### src/rtl/fetch_if.sv
// Fetch-stage bundle: instruction-memory request/response plus the decode-side handoff.
// master = fetch unit, slave = memory/decode/branch side.
interface fetch_if #(
  parameter int PC_WIDTH    = 8,
  parameter int INSTR_WIDTH = 8
);
  logic                   pc_sel;
  logic [PC_WIDTH-1:0]    branch_target;
  logic                   imem_req;
  logic [PC_WIDTH-1:0]    imem_addr;
  logic [INSTR_WIDTH-1:0] imem_rdata;
  logic                   imem_rvalid;
  logic [INSTR_WIDTH-1:0] instr_out;
  logic [PC_WIDTH-1:0]    instr_pc;
  logic                   instr_valid;
  logic                   decode_ready;

  modport master (
    input  pc_sel, branch_target, imem_rdata, imem_rvalid, decode_ready,
    output imem_req, imem_addr, instr_out, instr_pc, instr_valid
  );

  modport slave (
    output pc_sel, branch_target, imem_rdata, imem_rvalid, decode_ready,
    input  imem_req, imem_addr, instr_out, instr_pc, instr_valid
  );
endinterface

### src/rtl/fetch_unit.sv
// PC + single-outstanding instruction fetch with a one-entry decode buffer and branch redirect.
// Latency: req one cycle after START/HOLD, instruction valid the cycle after the response.
// Backpressure: decode_ready=0 holds the buffered instruction and stalls further requests.
module fetch_unit #(
  parameter int                  PC_WIDTH    = 8,
  parameter int                  INSTR_WIDTH = 8,
  parameter logic [PC_WIDTH-1:0] RESET_PC    = '0
) (
  input  logic     clk,
  input  logic     rst_n,
  fetch_if.master  fif
);

  typedef enum logic [2:0] {
    S_START,
    S_FETCH,
    S_WAIT,
    S_HOLD,
    S_DRAIN
  } state_t;

  state_t              state, state_nxt;
  logic [PC_WIDTH-1:0] pc, pc_nxt;
  logic                capture;
  logic                vld_clr;

  always_comb begin
    state_nxt = state;
    pc_nxt    = pc;
    capture   = 1'b0;
    vld_clr   = 1'b0;
    case (state)
      S_START: state_nxt = S_FETCH;
      S_FETCH: begin
        if (fif.pc_sel) begin
          pc_nxt    = fif.branch_target;
          state_nxt = S_DRAIN;
        end else begin
          state_nxt = S_WAIT;
        end
      end
      S_WAIT: begin
        // A redirect coinciding with the response throws the response away.
        if (fif.pc_sel) begin
          pc_nxt    = fif.branch_target;
          state_nxt = fif.imem_rvalid ? S_FETCH : S_DRAIN;
        end else if (fif.imem_rvalid) begin
          capture   = 1'b1;
          pc_nxt    = pc + PC_WIDTH'(1);
          state_nxt = S_HOLD;
        end
      end
      S_HOLD: begin
        if (fif.pc_sel) begin
          pc_nxt    = fif.branch_target;
          vld_clr   = 1'b1;
          state_nxt = S_FETCH;
        end else if (fif.decode_ready) begin
          vld_clr   = 1'b1;
          state_nxt = S_FETCH;
        end
      end
      S_DRAIN: begin
        if (fif.pc_sel) pc_nxt = fif.branch_target;
        if (fif.imem_rvalid) state_nxt = S_FETCH;
      end
      default: state_nxt = S_START;
    endcase
  end

  always_ff @(posedge clk or negedge rst_n) begin
    if (!rst_n) begin
      state           <= S_START;
      pc              <= RESET_PC;
      fif.imem_req    <= 1'b0;
      fif.imem_addr   <= '0;
      fif.instr_out   <= {INSTR_WIDTH{1'b0}};
      fif.instr_pc    <= '0;
      fif.instr_valid <= 1'b0;
    end else begin
      state <= state_nxt;
      pc    <= pc_nxt;
      // Request registered from the next state so it is high exactly during FETCH.
      fif.imem_req <= (state_nxt == S_FETCH);
      if (state_nxt == S_FETCH) fif.imem_addr <= pc_nxt;
      if (capture) begin
        fif.instr_out <= fif.imem_rdata;
        fif.instr_pc  <= pc;
      end
      if (capture)      fif.instr_valid <= 1'b1;
      else if (vld_clr) fif.instr_valid <= 1'b0;
    end
  end

endmodule

### src/flat_wrapper.sv
// flat-port wrapper written by rule: the top's interface ports become plain ports
module fetch_unit_flat 
#(
  parameter int                  PC_WIDTH    = 8,
  parameter int                  INSTR_WIDTH = 8,
  parameter logic [PC_WIDTH-1:0] RESET_PC    = '0
)
  (clk, rst_n, fif_pc_sel, fif_branch_target, fif_imem_rdata, fif_imem_rvalid, fif_decode_ready, fif_imem_req, fif_imem_addr, fif_instr_out, fif_instr_pc, fif_instr_valid);
  fetch_if #(.PC_WIDTH(PC_WIDTH), .INSTR_WIDTH(INSTR_WIDTH)) fif_i ();
  input  logic clk;
  input  logic rst_n;
  input wire logic [$bits(fif_i.pc_sel)-1:0] fif_pc_sel;
  input wire logic [$bits(fif_i.branch_target)-1:0] fif_branch_target;
  input wire logic [$bits(fif_i.imem_rdata)-1:0] fif_imem_rdata;
  input wire logic [$bits(fif_i.imem_rvalid)-1:0] fif_imem_rvalid;
  input wire logic [$bits(fif_i.decode_ready)-1:0] fif_decode_ready;
  output wire logic [$bits(fif_i.imem_req)-1:0] fif_imem_req;
  output wire logic [$bits(fif_i.imem_addr)-1:0] fif_imem_addr;
  output wire logic [$bits(fif_i.instr_out)-1:0] fif_instr_out;
  output wire logic [$bits(fif_i.instr_pc)-1:0] fif_instr_pc;
  output wire logic [$bits(fif_i.instr_valid)-1:0] fif_instr_valid;
  assign fif_i.pc_sel = fif_pc_sel;
  assign fif_i.branch_target = fif_branch_target;
  assign fif_i.imem_rdata = fif_imem_rdata;
  assign fif_i.imem_rvalid = fif_imem_rvalid;
  assign fif_i.decode_ready = fif_decode_ready;
  assign fif_imem_req = fif_i.imem_req;
  assign fif_imem_addr = fif_i.imem_addr;
  assign fif_instr_out = fif_i.instr_out;
  assign fif_instr_pc = fif_i.instr_pc;
  assign fif_instr_valid = fif_i.instr_valid;
  fetch_unit #(.PC_WIDTH(PC_WIDTH), .INSTR_WIDTH(INSTR_WIDTH), .RESET_PC(RESET_PC)) u_core (.clk(clk), .rst_n(rst_n), .fif(fif_i));
endmodule
### config.mk
export PLATFORM = sky130hd
export DESIGN_NAME = fetch_unit_flat
export DESIGN_NICKNAME = d
export VERILOG_FILES = /design/src/rtl/fetch_if.sv /design/src/rtl/fetch_unit.sv /design/src/flat_wrapper.sv
export SDC_FILE = /design/constraint.sdc
export NUM_CORES = 1
export LEC_CHECK = 0
export ABC_AREA = 1
export BUFFER_PORTS_ARGS = -buffer_cell sky130_fd_sc_hd__buf_2
export CAP_MARGIN = 10
export CORE_UTILIZATION = 45
export CTS_CLUSTER_DIAMETER = 50
export CTS_CLUSTER_SIZE = 16
export DETAILED_ROUTE_END_ITERATION = 7
export GPL_TIMING_DRIVEN = 0
export HOLD_SLACK_MARGIN = 0.02
export PLACE_DENSITY_LB_ADDON = 0.12
export SETUP_SLACK_MARGIN = 0.15
export SYNTH_ARGS = -nofsm -noshare
export SYNTH_HDL_FRONTEND = slang
export SYNTH_SLANG_ARGS = --single-unit
### constraint.sdc
create_clock -name clk -period 3.5 [get_ports clk]
set_input_delay 0.7 -clock clk [delete_from_list [all_inputs] [get_ports clk]]
set_output_delay 0.7 -clock clk [all_outputs]
set_load 0.005 [all_outputs]
==> run metrics <==
setup violators final 0; Pleak 1.25 nW; synthesis-to-layout area growth 20.6%; number of antenna diodes 0; total setup buffers inserted after CTS 0; post-cts resize count 0; DR WL/cell 11.8 µm; nets@finish 298; final non-filler cell total 327; RD Place Congestion 0.851; kind of cell adding the most delay to the critical path buffers and inverters; Initial Util 0.467; Mapped Area 0.00187 mm²; clock power share 0.162; cells after synthesis 225; Port-buffer cells 44; Multi-input gate area 816 µm²; Flop pwr share 0.391; worst-path maximum fanout 10; dpl hpwl 2820 µm; global route overflow 0; critical path's slowest cell buf_2; Critical Path Start Type input pin; sequential element share of the synthesized area 0.496; Setup crit end kind flop; Yosys top cell area share 0.496; Hold Crit Class reg -> reg; Syn Nets 247; Slew Limit Fails 0; RSZ-0062 raised after global routing false; sw frac 0.405; met3 WL 281 µm; Post-CTS Hold Fix Bufs 0; Worst Tran Pin Value 0.826 ns; Die Ht 66.4 µm; post-synth top area cell dfrtp_1; Sw Pwr 0.807 mW; critical path cell sequence buf_4 > inv_2 > buf_2 > nand3_1 > nand3_1 > o211ai_1 > nand2_1 > nand2_1; WS Path Type in -> reg; largest net degree at the start of global routing 38; Crit path buffers/inverters 3; Yosys reg bits 37; Slew HR 0.449; Worst Skew 0.00874 ns; Pre-Repair DR Iteration Count 4; initial antenna violation count 0; Worst-path clk slew 0.07 ns; commonest cells in the netlist nand2_1, dfrtp_1, nor2_1; Max Used Layer met4; core box area 0.00400 mm²; Placed Cells 319; Synth cell types 27; Critical Path RT 3.69 ns; post-route ant nets 0; clock sinks 37; share of cells above drive strength 1 0.285; total track usage 0.197; pwr/cell area 884 mW/mm²; # IOs 47; DRT Wirelength 3870 µm; Die ar. 0.00441 mm²; Chip Width 66.4 µm; clock root buffer clkbuf_8; most frequent cell after synthesis nand2_1; Comb pwr share 0.447; Final period util 0.452; Clock Tree Buf Depth 2; number of DRC markers in iteration 0 52; EDFF count, synth 0; Worst EP arrival 1.77 ns; number of global-route vias before repair 1433; CTS tree built; Max VDD drop 0.428 mV; CP max stage delay 0.27 ns; max_cap viols 0; Max Fclk 632 MHz; H-tree depth 2; final hold vios 0; Seq. cell area 926 µm²; fin crit period 1.58 ns; # DRC 0; mean post-synth cell area 8.30 µm²; first-pass GRT wire length 6420 µm; Vias 1601; metal2 WL 1740 µm; worst skew pair latency 0.29 ns; Ys Warns 0; cts bufs inserted 5; via/cell ratio 4.90; row cnt 23; Synth Flop Type dfrtp_1; Pint 1.18 mW; Synth area leaders dfrtp_1, nand2_1, nor2_1; Met1 Wirelength 1800 µm; ys async rst share 1.00; run status completed; filler instances 383; Sum Neg Setup Slack 0 ns
power groups by stage:
stage | logic (mW) | registers [mW] | clock network, mW
finish | 0.889 | 0.778 | 0.323
CTS | 0.902 | 0.778 | 0.332
global route | 1.03 | 0.808 | 0.349
floorplan | 0.595 | 0.782 | 0
global placement | 0.887 | 0.775 | 0
detailed placement | 0.892 | 0.785 | 0
final timing paths:
path	from	end	slack, ns	cells past startpoint
max in group asynchronous	rst_n	u_core.fif.instr_out[5]	2.47	1
hold reg to reg	u_core.fif.instr_pc[0]	u_core.fif.instr_pc[0]	0.48	2
setup reg to reg	u_core.state[0]	u_core.fif.instr_out[7]	1.93	6
setup / recovery	fif_pc_sel	u_core.fif.imem_addr[2]	1.92	8
min in group asynchronous	rst_n	u_core.fif.instr_out[0]	0.51	1
hold / removal	u_core.fif.instr_pc[0]	u_core.fif.instr_pc[0]	0.48	2
state kept, by name, indices dropped and copies added, names as in the netlist:
| name | count |
|---|---|
| u_core.pc | 8 |
| u_core.state | 3 |
| u_core.fif.instr_out | 8 |
| u_core.fif.instr_pc | 8 |
| u_core.fif.imem_req | 1 |
| u_core.fif.imem_addr | 8 |
| u_core.fif.instr_valid | 1 |
per-layer routing:
metal  GRT usage  up-vias
met5           0        -
met4      0.0638        0
met3      0.0569        5
met2       0.320       57
met1       0.250      718
li1            -      821
worst register-to-register path: stages, from the launching register on:
cell      delay (ns)
dfrtp_1         0.40
inv_1           0.13
nand3_4         0.15
clkinv_2        0.15
nand3_4         0.13
buf_6           0.18
mux2_4          0.30
stage by stage:
step | util | power (mW) | instance area [µm²] | worst slack (ns) | hold slack (ns)
after floorplan | - | 1.38 | 1870 | 1.83 | 0.404
after global placement | 0.538 | 1.66 | 2150 | 1.61 | 0.461
after detailed placement | 0.538 | 1.68 | 2150 | 1.62 | 0.462
after CTS | 0.563 | 2.01 | 2250 | 1.91 | 0.485
after global routing | 0.563 | 2.19 | 2250 | 1.82 | 0.498
final | 0.563 | 1.99 | 2250 | 1.92 | 0.479
final cells by class:
| class | instances | area share |
|---|---|---|
| Sequential cell | 37 | 0.411 |
| Timing Repair Buffer | 44 | 0.0978 |
| Multi-Input combinational cell | 160 | 0.362 |
| Clock buffer | 7 | 0.0428 |
| Clock inverter | 1 | 0.00222 |
| Tap cell | 50 | 0.0278 |
| Buffer | 5 | 0.0161 |
| Inverter | 23 | 0.0400 |
layout by cell type (no fill, tap or decap), types with 2 or more instances in the layout:
master     n
inv_2      3
o21ai_0   13
o21bai_1   3
o21ai_1    3
o211ai_1   4
clkbuf_8   7
or2_2      3
mux2_4     5
inv_1     18
mux2_2     4
clkinv_2   2
buf_2     46
nand2_1   76
nand3_1   13
buf_4      2
nand3_4    2
nor2_1    26
dfrtp_1   37
cell families (layout without fill, tap and decap cells):
logic type / after synthesis / in the layout / share of synthesized area
fa+ha+maj: 1 / 1 / 0.00670
simple gates: 124 / 124 / 0.283
compound gates: 26 / 26 / 0.0824
mux: 9 / 9 / 0.0643
flops: 37 / 37 / 0.496
buf+inv: 28 / 80 / 0.0676
No activity file was read; power rests on OpenSTA's default activity.
